--- config.mk ---
export PLATFORM = sky130hd
export DESIGN_NAME = rect_fill_engine_v2
export DESIGN_NICKNAME = d
export VERILOG_FILES = /design/src/rtl/rect_fill_engine_v2_pkg.sv /design/src/rtl/fifo.sv /design/src/rtl/rect_word_gen.sv /design/src/rtl/rect_fill_engine_v2.sv
export SDC_FILE = /design/constraint.sdc
export NUM_CORES = 2
export LEC_CHECK = 0
export CAP_MARGIN = 20
export CORE_UTILIZATION = 50
export DETAILED_ROUTE_END_ITERATION = 7
export PLACE_DENSITY_LB_ADDON = 0.12
export SLEW_MARGIN = 20
export SYNTH_ARGS = -nofsm -noshare
export SYNTH_HDL_FRONTEND = slang
export SYNTH_SLANG_ARGS = --single-unit
--- constraint.sdc ---
create_clock -name clk -period 19.4 [get_ports clk]
set_clock_uncertainty 0.1 [all_clocks]
set_input_delay 3.88 -clock clk [delete_from_list [all_inputs] [get_ports clk]]
set_output_delay 3.88 -clock clk [all_outputs]
set_load 0.02 [all_outputs]
--- src/rtl/rect_fill_engine_v2_pkg.sv ---
// Shared types and constants for the fill-rectangle engine: command fields, FSM states, byte-enable masks.
package rect_fill_engine_v2_pkg;

    localparam int unsigned CMD_W   = 88;
    localparam int unsigned FIELD_W = 16;
    localparam int unsigned PIX_W   = 16;
    localparam int unsigned WORD_W  = 32;
    localparam int unsigned WBEN_W  = 4;

    localparam logic [WBEN_W-1:0] WBEN_LO  = 4'b0011;
    localparam logic [WBEN_W-1:0] WBEN_HI  = 4'b1100;
    localparam logic [WBEN_W-1:0] WBEN_ALL = 4'b1111;
    localparam logic              OP_WRITE = 1'b1;

    typedef enum logic [2:0] {
        ST_IDLE  = 3'd0,
        ST_SETUP = 3'd1,
        ST_ROW   = 3'd2,
        ST_NEXT  = 3'd3,
        ST_DONE  = 3'd4
    } fill_state_t;

    typedef struct packed {
        logic [FIELD_W-1:0] x;
        logic [FIELD_W-1:0] y;
        logic [FIELD_W-1:0] w;
        logic [FIELD_W-1:0] h;
        logic [3:0]         r;
        logic [3:0]         g;
        logic [3:0]         b;
    } fill_cmd_t;

    // Wire format stores each 16-bit field with its bytes swapped.
    function automatic logic [FIELD_W-1:0] swap16(input logic [FIELD_W-1:0] v);
        return {v[7:0], v[15:8]};
    endfunction

endpackage

--- src/rtl/fifo.sv ---
// Show-ahead synchronous FIFO; a push into a full FIFO is legal when a pop happens in the same cycle.
module fifo #(
    parameter int unsigned DATA_WIDTH = 88,
    parameter int unsigned DEPTH      = 32,
    parameter int unsigned LOG2       = 5
) (
    input  logic                  clk,
    input  logic                  rst_,
    input  logic                  push,
    input  logic [DATA_WIDTH-1:0] din,
    input  logic                  pop,
    output logic [DATA_WIDTH-1:0] dout,
    output logic                  full_c,
    output logic                  empty_c
);
    localparam int unsigned CNT_W = LOG2 + 1;

    logic [DATA_WIDTH-1:0] mem_q [DEPTH];
    logic [LOG2-1:0]       wr_ptr_q;
    logic [LOG2-1:0]       rd_ptr_q;
    logic [CNT_W-1:0]      count_q;

    assign full_c  = (count_q == CNT_W'(DEPTH));
    assign empty_c = (count_q == '0);
    assign dout    = mem_q[rd_ptr_q];

    always_ff @(posedge clk) begin
        if (push) mem_q[wr_ptr_q] <= din;
    end

    always_ff @(posedge clk or negedge rst_) begin
        if (!rst_) begin
            wr_ptr_q <= '0;
            rd_ptr_q <= '0;
            count_q  <= '0;
        end else begin
            if (push) wr_ptr_q <= wr_ptr_q + LOG2'(1);
            if (pop)  rd_ptr_q <= rd_ptr_q + LOG2'(1);
            case ({push, pop})
                2'b10:   count_q <= count_q + CNT_W'(1);
                2'b01:   count_q <= count_q - CNT_W'(1);
                default: count_q <= count_q;
            endcase
        end
    end
endmodule

--- src/rtl/rect_word_gen.sv ---
// Per-row word walker: word address, remaining-word count and edge byte enables for the current word.
module rect_word_gen
    import rect_fill_engine_v2_pkg::*;
#(
    parameter int unsigned ADDR_W = 16
) (
    input  logic                clk,
    input  logic                rst_,
    input  logic                load,
    input  logic [ADDR_W-1:0]   base_addr,
    input  logic [FIELD_W-1:0]  nwords,
    input  logic                first_hi,
    input  logic                last_lo,
    input  logic                advance,
    output logic [ADDR_W-1:0]   addr,
    output logic [WBEN_W-1:0]   wben,
    output logic                last_c
);
    logic [ADDR_W-1:0]  addr_q;
    logic [WBEN_W-1:0]  wben_q;
    logic [FIELD_W-1:0] remain_q;
    logic               last_lo_q;
    logic [WBEN_W-1:0]  first_mask_c;
    logic [WBEN_W-1:0]  last_mask_c;

    assign first_mask_c = first_hi ? WBEN_HI : WBEN_ALL;
    assign last_mask_c  = last_lo  ? WBEN_LO : WBEN_ALL;
    assign addr   = addr_q;
    assign wben   = wben_q;
    assign last_c = (remain_q == FIELD_W'(1));

    always_ff @(posedge clk or negedge rst_) begin
        if (!rst_) begin
            addr_q    <= '0;
            wben_q    <= '0;
            remain_q  <= '0;
            last_lo_q <= 1'b0;
        end else if (load) begin
            addr_q    <= base_addr;
            remain_q  <= nwords;
            last_lo_q <= last_lo;
            wben_q    <= (nwords == FIELD_W'(1)) ? (first_mask_c & last_mask_c) : first_mask_c;
        end else if (advance) begin
            addr_q   <= addr_q + ADDR_W'(1);
            remain_q <= remain_q - FIELD_W'(1);
            // The word about to become current is the last one when two remain now.
            wben_q   <= (remain_q == FIELD_W'(2) && last_lo_q) ? WBEN_LO : WBEN_ALL;
        end
    end
endmodule

--- src/rtl/rect_fill_engine_v2.sv ---
// Fill-rectangle engine: buffers FILL_RECT commands and emits byte-masked 32-bit framebuffer writes.
// Optional clipping to the framebuffer is enabled by defining RECT_CLIP_EN.
module rect_fill_engine_v2
    import rect_fill_engine_v2_pkg::*;
#(
    parameter int unsigned FB_WIDTH  = 320,
    parameter int unsigned FB_HEIGHT = 240,
    parameter int unsigned ADDR_W    = 16,
    parameter int unsigned CMD_DEPTH = 32,
    parameter int unsigned CMD_LOG2  = 5
) (
    input  logic              clk,
    input  logic              rst_,
    input  logic [87:0]       cmd_in_data,
    input  logic              cmd_in_rts,
    output logic              cmd_in_rtr,
    output logic [31:0]       arb_out_data,
    output logic [ADDR_W-1:0] arb_out_addr,
    output logic [3:0]        arb_out_wben,
    output logic              arb_out_op,
    output logic              arb_out_rts,
    input  logic              arb_in_rtr,
    output logic              busy,
    output logic              cmd_done
);
    localparam logic [ADDR_W-1:0]  HALF_W = ADDR_W'(FB_WIDTH / 2);
    localparam logic [FIELD_W-1:0] FB_W   = FIELD_W'(FB_WIDTH);
    localparam logic [FIELD_W-1:0] FB_H   = FIELD_W'(FB_HEIGHT);

    fill_state_t        state_q;
    logic               rdy_q;
    logic               rts_q;
    logic               busy_q;
    logic               done_q;
    logic               op_q;
    logic [WORD_W-1:0]  data_q;
    logic [ADDR_W-1:0]  row_addr_q;
    logic [FIELD_W-1:0] nwords_q;
    logic [FIELD_W-1:0] rows_q;
    logic               first_hi_q;
    logic               last_lo_q;

    logic [CMD_W-1:0]   fifo_dout;
    logic               fifo_full_c;
    logic               fifo_empty_c;
    logic               push_c;
    logic               pop_c;
    logic               unused_bits;

    // Command FIFO; a full FIFO still accepts when the head is popped the same cycle.
    assign pop_c      = (state_q == ST_SETUP);
    assign cmd_in_rtr = rdy_q & (~fifo_full_c | pop_c);
    assign push_c     = cmd_in_rts & cmd_in_rtr;

    fifo #(
        .DATA_WIDTH (CMD_W),
        .DEPTH      (CMD_DEPTH),
        .LOG2       (CMD_LOG2)
    ) u_cmd_fifo (
        .clk     (clk),
        .rst_    (rst_),
        .push    (push_c),
        .din     (cmd_in_data),
        .pop     (pop_c),
        .dout    (fifo_dout),
        .full_c  (fifo_full_c),
        .empty_c (fifo_empty_c)
    );

    // Decode of the FIFO head.
    fill_cmd_t cmd_c;
    assign cmd_c.x = swap16(fifo_dout[15:0]);
    assign cmd_c.y = swap16(fifo_dout[31:16]);
    assign cmd_c.w = swap16(fifo_dout[47:32]);
    assign cmd_c.h = swap16(fifo_dout[63:48]);
    assign cmd_c.r = fifo_dout[67:64];
    assign cmd_c.g = fifo_dout[75:72];
    assign cmd_c.b = fifo_dout[83:80];
    assign unused_bits = ^{fifo_dout[87:84], fifo_dout[79:76], fifo_dout[71:68]};

    logic [FIELD_W-1:0] w_eff_c;
    logic [FIELD_W-1:0] h_eff_c;
    logic               clip_out_c;

`ifdef RECT_CLIP_EN
    always_comb begin
        clip_out_c = (cmd_c.x >= FB_W) || (cmd_c.y >= FB_H);
        w_eff_c    = cmd_c.w;
        h_eff_c    = cmd_c.h;
        if (!clip_out_c) begin
            if (cmd_c.w > FB_W - cmd_c.x) w_eff_c = FB_W - cmd_c.x;
            if (cmd_c.h > FB_H - cmd_c.y) h_eff_c = FB_H - cmd_c.y;
        end
    end
`else
    logic unused_fb;
    assign unused_fb  = ^{FB_W, FB_H};
    assign clip_out_c = 1'b0;
    assign w_eff_c    = cmd_c.w;
    assign h_eff_c    = cmd_c.h;
`endif

    logic                empty_rect_c;
    logic [FIELD_W-1:0]  span_end_c;
    logic [FIELD_W-1:0]  nwords_c;
    logic [ADDR_W-1:0]   row_addr_c;
    logic [PIX_W-1:0]    pix_c;

    assign empty_rect_c = clip_out_c || (w_eff_c == '0) || (h_eff_c == '0);
    assign span_end_c   = cmd_c.x + w_eff_c - FIELD_W'(1);
    assign nwords_c     = (span_end_c >> 1) - (cmd_c.x >> 1) + FIELD_W'(1);
    assign row_addr_c   = ADDR_W'(cmd_c.y) * HALF_W + ADDR_W'(cmd_c.x >> 1);
    assign pix_c        = {4'h0, cmd_c.r, cmd_c.g, cmd_c.b};

    // Row walker is reloaded at setup and on every row advance.
    logic               wg_load_c;
    logic               wg_adv_c;
    logic               wg_last_c;
    logic [ADDR_W-1:0]  wg_base_c;
    logic [ADDR_W-1:0]  wg_addr;
    logic [WBEN_W-1:0]  wg_wben;
    logic               xfer_c;

    assign xfer_c    = rts_q & arb_in_rtr;
    assign wg_load_c = (pop_c && !empty_rect_c) || (state_q == ST_NEXT && rows_q != FIELD_W'(1));
    assign wg_adv_c  = (state_q == ST_ROW) && xfer_c && !wg_last_c;
    assign wg_base_c = pop_c ? row_addr_c : row_addr_q + HALF_W;

    rect_word_gen #(
        .ADDR_W (ADDR_W)
    ) u_word_gen (
        .clk       (clk),
        .rst_      (rst_),
        .load      (wg_load_c),
        .base_addr (wg_base_c),
        .nwords    (pop_c ? nwords_c : nwords_q),
        .first_hi  (pop_c ? cmd_c.x[0] : first_hi_q),
        .last_lo   (pop_c ? ~span_end_c[0] : last_lo_q),
        .advance   (wg_adv_c),
        .addr      (wg_addr),
        .wben      (wg_wben),
        .last_c    (wg_last_c)
    );

    // Command sequencer.
    always_ff @(posedge clk or negedge rst_) begin
        if (!rst_) begin
            state_q    <= ST_IDLE;
            rdy_q      <= 1'b0;
            rts_q      <= 1'b0;
            busy_q     <= 1'b0;
            done_q     <= 1'b0;
            op_q       <= 1'b0;
            data_q     <= '0;
            row_addr_q <= '0;
            nwords_q   <= '0;
            rows_q     <= '0;
            first_hi_q <= 1'b0;
            last_lo_q  <= 1'b0;
        end else begin
            rdy_q <= 1'b1;
            case (state_q)
                ST_IDLE: begin
                    if (!fifo_empty_c) begin
                        state_q <= ST_SETUP;
                        busy_q  <= 1'b1;
                    end
                end
                ST_SETUP: begin
                    data_q     <= {pix_c, pix_c};
                    op_q       <= OP_WRITE;
                    row_addr_q <= row_addr_c;
                    nwords_q   <= nwords_c;
                    rows_q     <= h_eff_c;
                    first_hi_q <= cmd_c.x[0];
                    last_lo_q  <= ~span_end_c[0];
                    if (empty_rect_c) begin
                        state_q <= ST_DONE;
                        done_q  <= 1'b1;
                    end else begin
                        state_q <= ST_ROW;
                        rts_q   <= 1'b1;
                    end
                end
                ST_ROW: begin
                    if (xfer_c && wg_last_c) begin
                        rts_q   <= 1'b0;
                        state_q <= ST_NEXT;
                    end
                end
                ST_NEXT: begin
                    rows_q <= rows_q - FIELD_W'(1);
                    if (rows_q == FIELD_W'(1)) begin
                        state_q <= ST_DONE;
                        done_q  <= 1'b1;
                    end else begin
                        row_addr_q <= row_addr_q + HALF_W;
                        rts_q      <= 1'b1;
                        state_q    <= ST_ROW;
                    end
                end
                ST_DONE: begin
                    done_q  <= 1'b0;
                    busy_q  <= 1'b0;
                    state_q <= ST_IDLE;
                end
                default: state_q <= ST_IDLE;
            endcase
        end
    end

    assign arb_out_data = data_q;
    assign arb_out_addr = wg_addr;
    assign arb_out_wben = wg_wben;
    assign arb_out_op   = op_q;
    assign arb_out_rts  = rts_q;
    assign busy         = busy_q;
    assign cmd_done     = done_q;
endmodule

; Word level (Yosys, flattened, before mapping)
; Memory sizes are Yosys's and may differ from the RTL's.
; Cells that the tools add are included.
[word_totals]
regBits = 135
ram_bits = 2816
mem_count = 1
inputBits = 92
[classes]
multipliers = 1
n_eq_ne = 18
n_mux = 34
add_sub_neg = 13
n_reduce_logical = 25
bitwise = 7
[memory_table]
columns = memory, depth, word_bits, read_ports, rd_clocked_by_memory_dff, wr, line
row1 = u_cmd_fifo.mem_q, 32, 88, 1, 0, 1, fifo.sv:18  ; logic [DATA_WIDTH-1:0] mem_q [DEPTH];
[op_table]
columns = cell, count
row1 = $mux 16, 7
row2 = $pmux 16 s2, 2
row3 = $eq 16x1->1 const B, 3
row4 = $sub 16x1->16 const B, 3
row5 = $add 16x1->16 const B, 2
row6 = $logic_not 16->1, 2
row7 = $mux 4, 5
row8 = $add 16x15->16, 1
row9 = $add 16x16->16, 1
row10 = $add 16x8->16 const B, 1
row11 = $eq 16x2->1 const B, 1
row12 = $mul 16x3->11 const B, 1
row13 = $ne 16x1->1 const B, 1
row14 = $sub 15x15->16, 1
row15 = $mux 3, 4
row16 = $pmux 3 s4, 1
row17 = $pmux 6 s2, 1
row18 = $add 5x1->5 const B, 2
row19 = $mux 1, 10
row20 = $reduce_bool 2->1, 4
row21 = $add 6x1->6 const B, 1
row22 = $eq 3x2->1 const B, 2
row23 = $eq 6x6->1 const B, 1
row24 = $logic_and 1x1->1, 6
row25 = other kinds (22), 35

; Logic depth before layout (Yosys ltp)
; An unclocked memory read counts as a cell.
[depth]
word_depth = 9
mapped_depth = 34
ltp_nobuf = 28

; Modules after synthesis
; From an unflattened synthesis, not the netlist that was laid out.
[unflattened]
hier_cells = 5832
hier_area_um2 = 116645.6
[by_module_without_submodules]
columns = module, cells_each, instances, area_each_um2
row1 = fifo, 4821, 1, 108291.4
row2 = rect_fill_engine_v2, 798, 1, 6398.6
row3 = rect_word_gen, 213, 1, 1955.6

; Least setup slack after synthesis
; Ideal clock, no wire load.
[synth_path]
kind = input to register
from = input port cmd_in_rts
to = memory u_cmd_fifo.mem_q[23][0], enable pin
t_arrival_ps = 7539
t_required_ps = 18799
path_slack_ps = 11260
n_path_buf = 2
stages = 5
cell_sequence = and2_1 > clkbuf_1 > nand2_1 > clkbuf_1 > nor2_1
[synth_via]
elab_chain_len = 3
[synth_rtl]
columns = item, line
row1 = start: declaration, rect_fill_engine_v2.sv:15  ; input logic cmd_in_rts,
row2 = $and 1x1->1, rect_fill_engine_v2.sv:53  ; assign push_c = cmd_in_rts & cmd_in_rtr;
row3 = $mux 1, fifo.sv:28  ; if (push) mem_q[wr_ptr_q] <= din;
row4 = $mux 1 (implied by the code), fifo.sv:28
row5 = end: declaration, fifo.sv:18
; Every way passes these cells.

; Worst setup path after layout
[layout_path]
from = register u_cmd_fifo.rd_ptr_q[0]
to = register u_word_gen.wben_q[2], in the netlist u_word_gen.wben[2]
[layout_via]
elab_chain_len = 9
[layout_rtl]
columns = item, line
row1 = start: declaration, fifo.sv:20  ; logic [LOG2-1:0] rd_ptr_q;
row2 = start signal: assignment, fifo.sv:38  ; if (pop) rd_ptr_q <= rd_ptr_q + LOG2'(1);
row3 = $mem_v2 32x88 *, --
row4 = $add 16x16->16, rect_fill_engine_v2.sv:110  ; assign span_end_c = cmd_c.x + w_eff_c - FIELD_W'(1);
row5 = $sub 16x1->16, rect_fill_engine_v2.sv:110
row6 = $sub 15x15->16 / $not 1->1 (equally long branches), "rect_fill_engine_v2.sv:111, rect_fill_engine_v2.sv:138"
row7 = $add 16x1->16 / $mux 1 (equally long branches), --
row8 = $mux 16 / $mux 4 (equally long branches), --
row9 = $eq 16x1->1 / $and 4x4->4 (equally long branches), rect_word_gen.sv:42  ; wben_q <= (nwords == FIELD_W'(1)) ? (first_mask_c & last_mask_c) : first_mask_c;
row10 = $mux 4, rect_word_gen.sv:42
row11 = $mux 4, rect_word_gen.sv:38  ; end else if (load) begin
row12 = end signal: assignment, rect_word_gen.sv:42
row13 = end signal: assignment, rect_word_gen.sv:47  ; wben_q <= (remain_q == FIELD_W'(2) && last_lo_q) ? WBEN_LO : WBEN_ALL;
row14 = end: declaration, rect_word_gen.sv:20  ; logic [WBEN_W-1:0] wben_q;
; Every way passes the cells marked *; elsewhere a longest branch is shown, timed or not.
; A chain may end at the register's enable or synchronous reset.

==> metrics <==
syn avg cell area 20.9 sq um; Largest stage delay, worst path 0.92 ns; Pins Over Slew Limit 0; Area contributors post-synth edfxtp_1 72%, mux4_2 14%, dfrtp_1 3.2%, mux2i_1 1.5%, ha_1 1.3%; Iter 0 DRT Violations 4977; synth warn 0; overall die width 438 um; number of I/O pins 149; vias per cell 6.22; register area share after synthesis 74.9%; drt total wl 244 mm; # setup viols final 0; number of nets with antenna violations after routing 0; count leader, synth edfxtp_1; fill cell count 14100; routed len/inst 32.6 um; top cells by count, synth 2272 x edfxtp_1, 605 x mux4_2, 167 x nand2_1; Post-CTS Setup Bufs 0; CP max-delay cell dfrtp_4; Total Die Area 192000 sq um; CTS H-tree lvls 4; Register Area 71300 sq um; cell accounting for the most synthesized area edfxtp_1; Clock Pin Slew Worst Setup and Hold Paths 0.06 ns; CP Capture Type register; RePlAce Congestion 0.791; vias in the first global route 46700; Root Buffer clkbuf_16; HPWL Detailed 129 mm; cell area after synthesis 95200 sq um; Post-Route Setup TNS 0 ns; initial antenna violation count 14; Hold WC Path Type register to register; port buffer count 123; Slew @ Worst Pin 1.15 ns; total CTS buffers 234; Power Dens Cells 102 nW/um^2; Tmin final 9.98 ns; DRC 0; Final Cycle Share 51.4%; async set-or-reset flop fraction in the synthesized netlist 5.06%; Rows 159; Max-slew headroom 23.6%; layout cells sized above 1 22.8%; EDFF count, synth 2272; deepest clock path buffer count 3; largest net degree at the start of global routing 128; Area Overhead vs Synth 12.1%; Worst-Skew Late Latency 0.87 ns; post_cts resized 0; Cells after Synth 4550; max cap viols 0; Util after Layout 56.6%; Leak 0.0349 uW; Yosys top cell area share 71.7%; fmax 0.100 GHz; outcome completed; top_reg_cell synth edfxtp_1; Distinct cells, synth 75; area of the multi-input gates 22500 sq um; CTS tree done; Core Region 188000 sq um; Crit Path Class register to register; Critical Path Source Type register; CP required 20.02 ns; Worst EP arrival 10.59 ns; Post-CTS Hold Fix Bufs 0; first-pass GRT wire length 345 mm; post-synthesis register bit count 2393; Starting Density 50.5%; unrepaired setup endpoints after global routing false; Die Y 438 um; TritonCTS Sinks 2393; Fin. Hold Viols 0; Overflow after GRT 0; DR vias 46600; crit-path max FO 68; VDD IR max 0.0835 mV; 1st-pass router iterations 6; total track usage 25.7%; Nets 4997
==> placed cells by master (no fill, tap or decap), drive strengths merged, types with 12 or more instances in the layout <==
master	count
nor4	13
o22ai	46
inv	96
mux4	605
a22o	14
o21ai	80
dfrtp	121
mux2	14
clkbuf	309
a211oi	25
buf	138
xnor2	70
clkdlybuf4s50	113
xor2	34
edfxtp	2272
a21oi	77
ha	100
and3	14
nor3	29
nor2b	19
nand4	12
nand3	36
nand2	168
nor2	124
mux2i	146
a21o	12
clkinv	102
a22oi	22
==> metal layers <==
metal	up-vias	part of all wire, %	GRT usage [%]
met2	1767	48	40.6
met5	-	0.047	0
li1	19300	-	-
met3	334	8.1	5.71
met1	25200	42	36.4
met4	18	2.3	6.60
==> stage by stage <==
stage	std cells	area [sq um]	setup slack, ns	hold WS [ns]	total power (uW)
2_1_floorplan	4557	95200	11.26	0.342	6350
3_3_place_gp	7056	99400	9.19	0.349	6650
3_5_place_dp	7058	99500	9.26	0.353	6660
4_1_cts	7490	107000	9.22	0.376	11000
5_1_grt	7491	107000	8.50	0.382	11200
6_report	7493	107000	9.42	0.378	10900
==> state kept, by name (all words and copies together), names as in the netlist <==
signal                cells
arb_out_op                1
u_word_gen.remain_q      16
u_cmd_fifo.count_q        6
u_cmd_fifo.mem_q       2272
state_q                   3
u_word_gen.wben           2
row_addr_q               16
cmd_done                  1
rdy_q                     1
rows_q                   16
u_word_gen.addr          16
u_cmd_fifo.rd_ptr_q       5
arb_out_data             12
u_word_gen.last_lo_q      1
first_hi_q                1
last_lo_q                 1
busy                      1
u_cmd_fifo.wr_ptr_q       5
nwords_q                 16
arb_out_rts               1
==> worst paths after layout <==
| path | slack [ns] | endpoint | cells past startpoint | from |
|---|---|---|---|---|
| max | 9.42 | u_word_gen.wben[2] | 29 | u_cmd_fifo.rd_ptr_q[0] |
| min | 0.38 | arb_out_op | 1 | arb_out_op |
| max reg2reg | 9.42 | u_word_gen.wben[2] | 29 | u_cmd_fifo.rd_ptr_q[0] |
| min reg2reg | 0.38 | arb_out_op | 1 | arb_out_op |
| max in group asynchronous | 14.90 | u_cmd_fifo.rd_ptr_q[0] | 2 | rst_ |
| min in group asynchronous | 2.96 | busy | 1 | rst_ |
==> cells by family (layout without fill, tap and decap cells) <==
kind of cell	count (synthesis)	count (layout)	synth area share [%]
DFF	2393	2393	74.9
muxes	765	765	16.0
and+or+nand+nor	484	484	2.40
AOI/OAI and AO/OA	362	362	2.51
buffers and inverters	335	774	1.80
adders and majority gates	105	105	1.42
xor gates and xnor gates	104	104	0.957
other	2	11	0.00789
==> cell type report <==
class / instances / area share, %
flip-flops and latches: 2393 / 66.8
multi-input cells: 1829 / 21.1
clock buffers: 309 / 5.93
well taps: 2495 / 2.93
repair buffers: 251 / 2.10
clock inverters: 123 / 0.850
inverters: 91 / 0.325
diodes: 2 / 0.00469
==> power breakdown <==
group | leakage (uW) | total [uW] | switching (uW) | internal [uW]
registers | 0.0218 | 5900 | 65.7 | 5830
logic | 0.00953 | 652 | 430 | 222
clock network | 0.00355 | 4330 | 1900 | 2420
total | 0.0349 | 10900 | 2400 | 8480
==> critical path, delay by kind of cell, from the launching register on <==
family	cells	cell delay [ns]
xor gates and xnor gates	2	0.36
adders and majority gates	5	1.58
AOI/OAI and AO/OA	9	2.70
and+or+nand+nor	5	0.69
muxes	3	1.43
buffers and inverters	5	1.94
DFF	1	0.92
No activity file was read; power rests on OpenSTA's default activity.
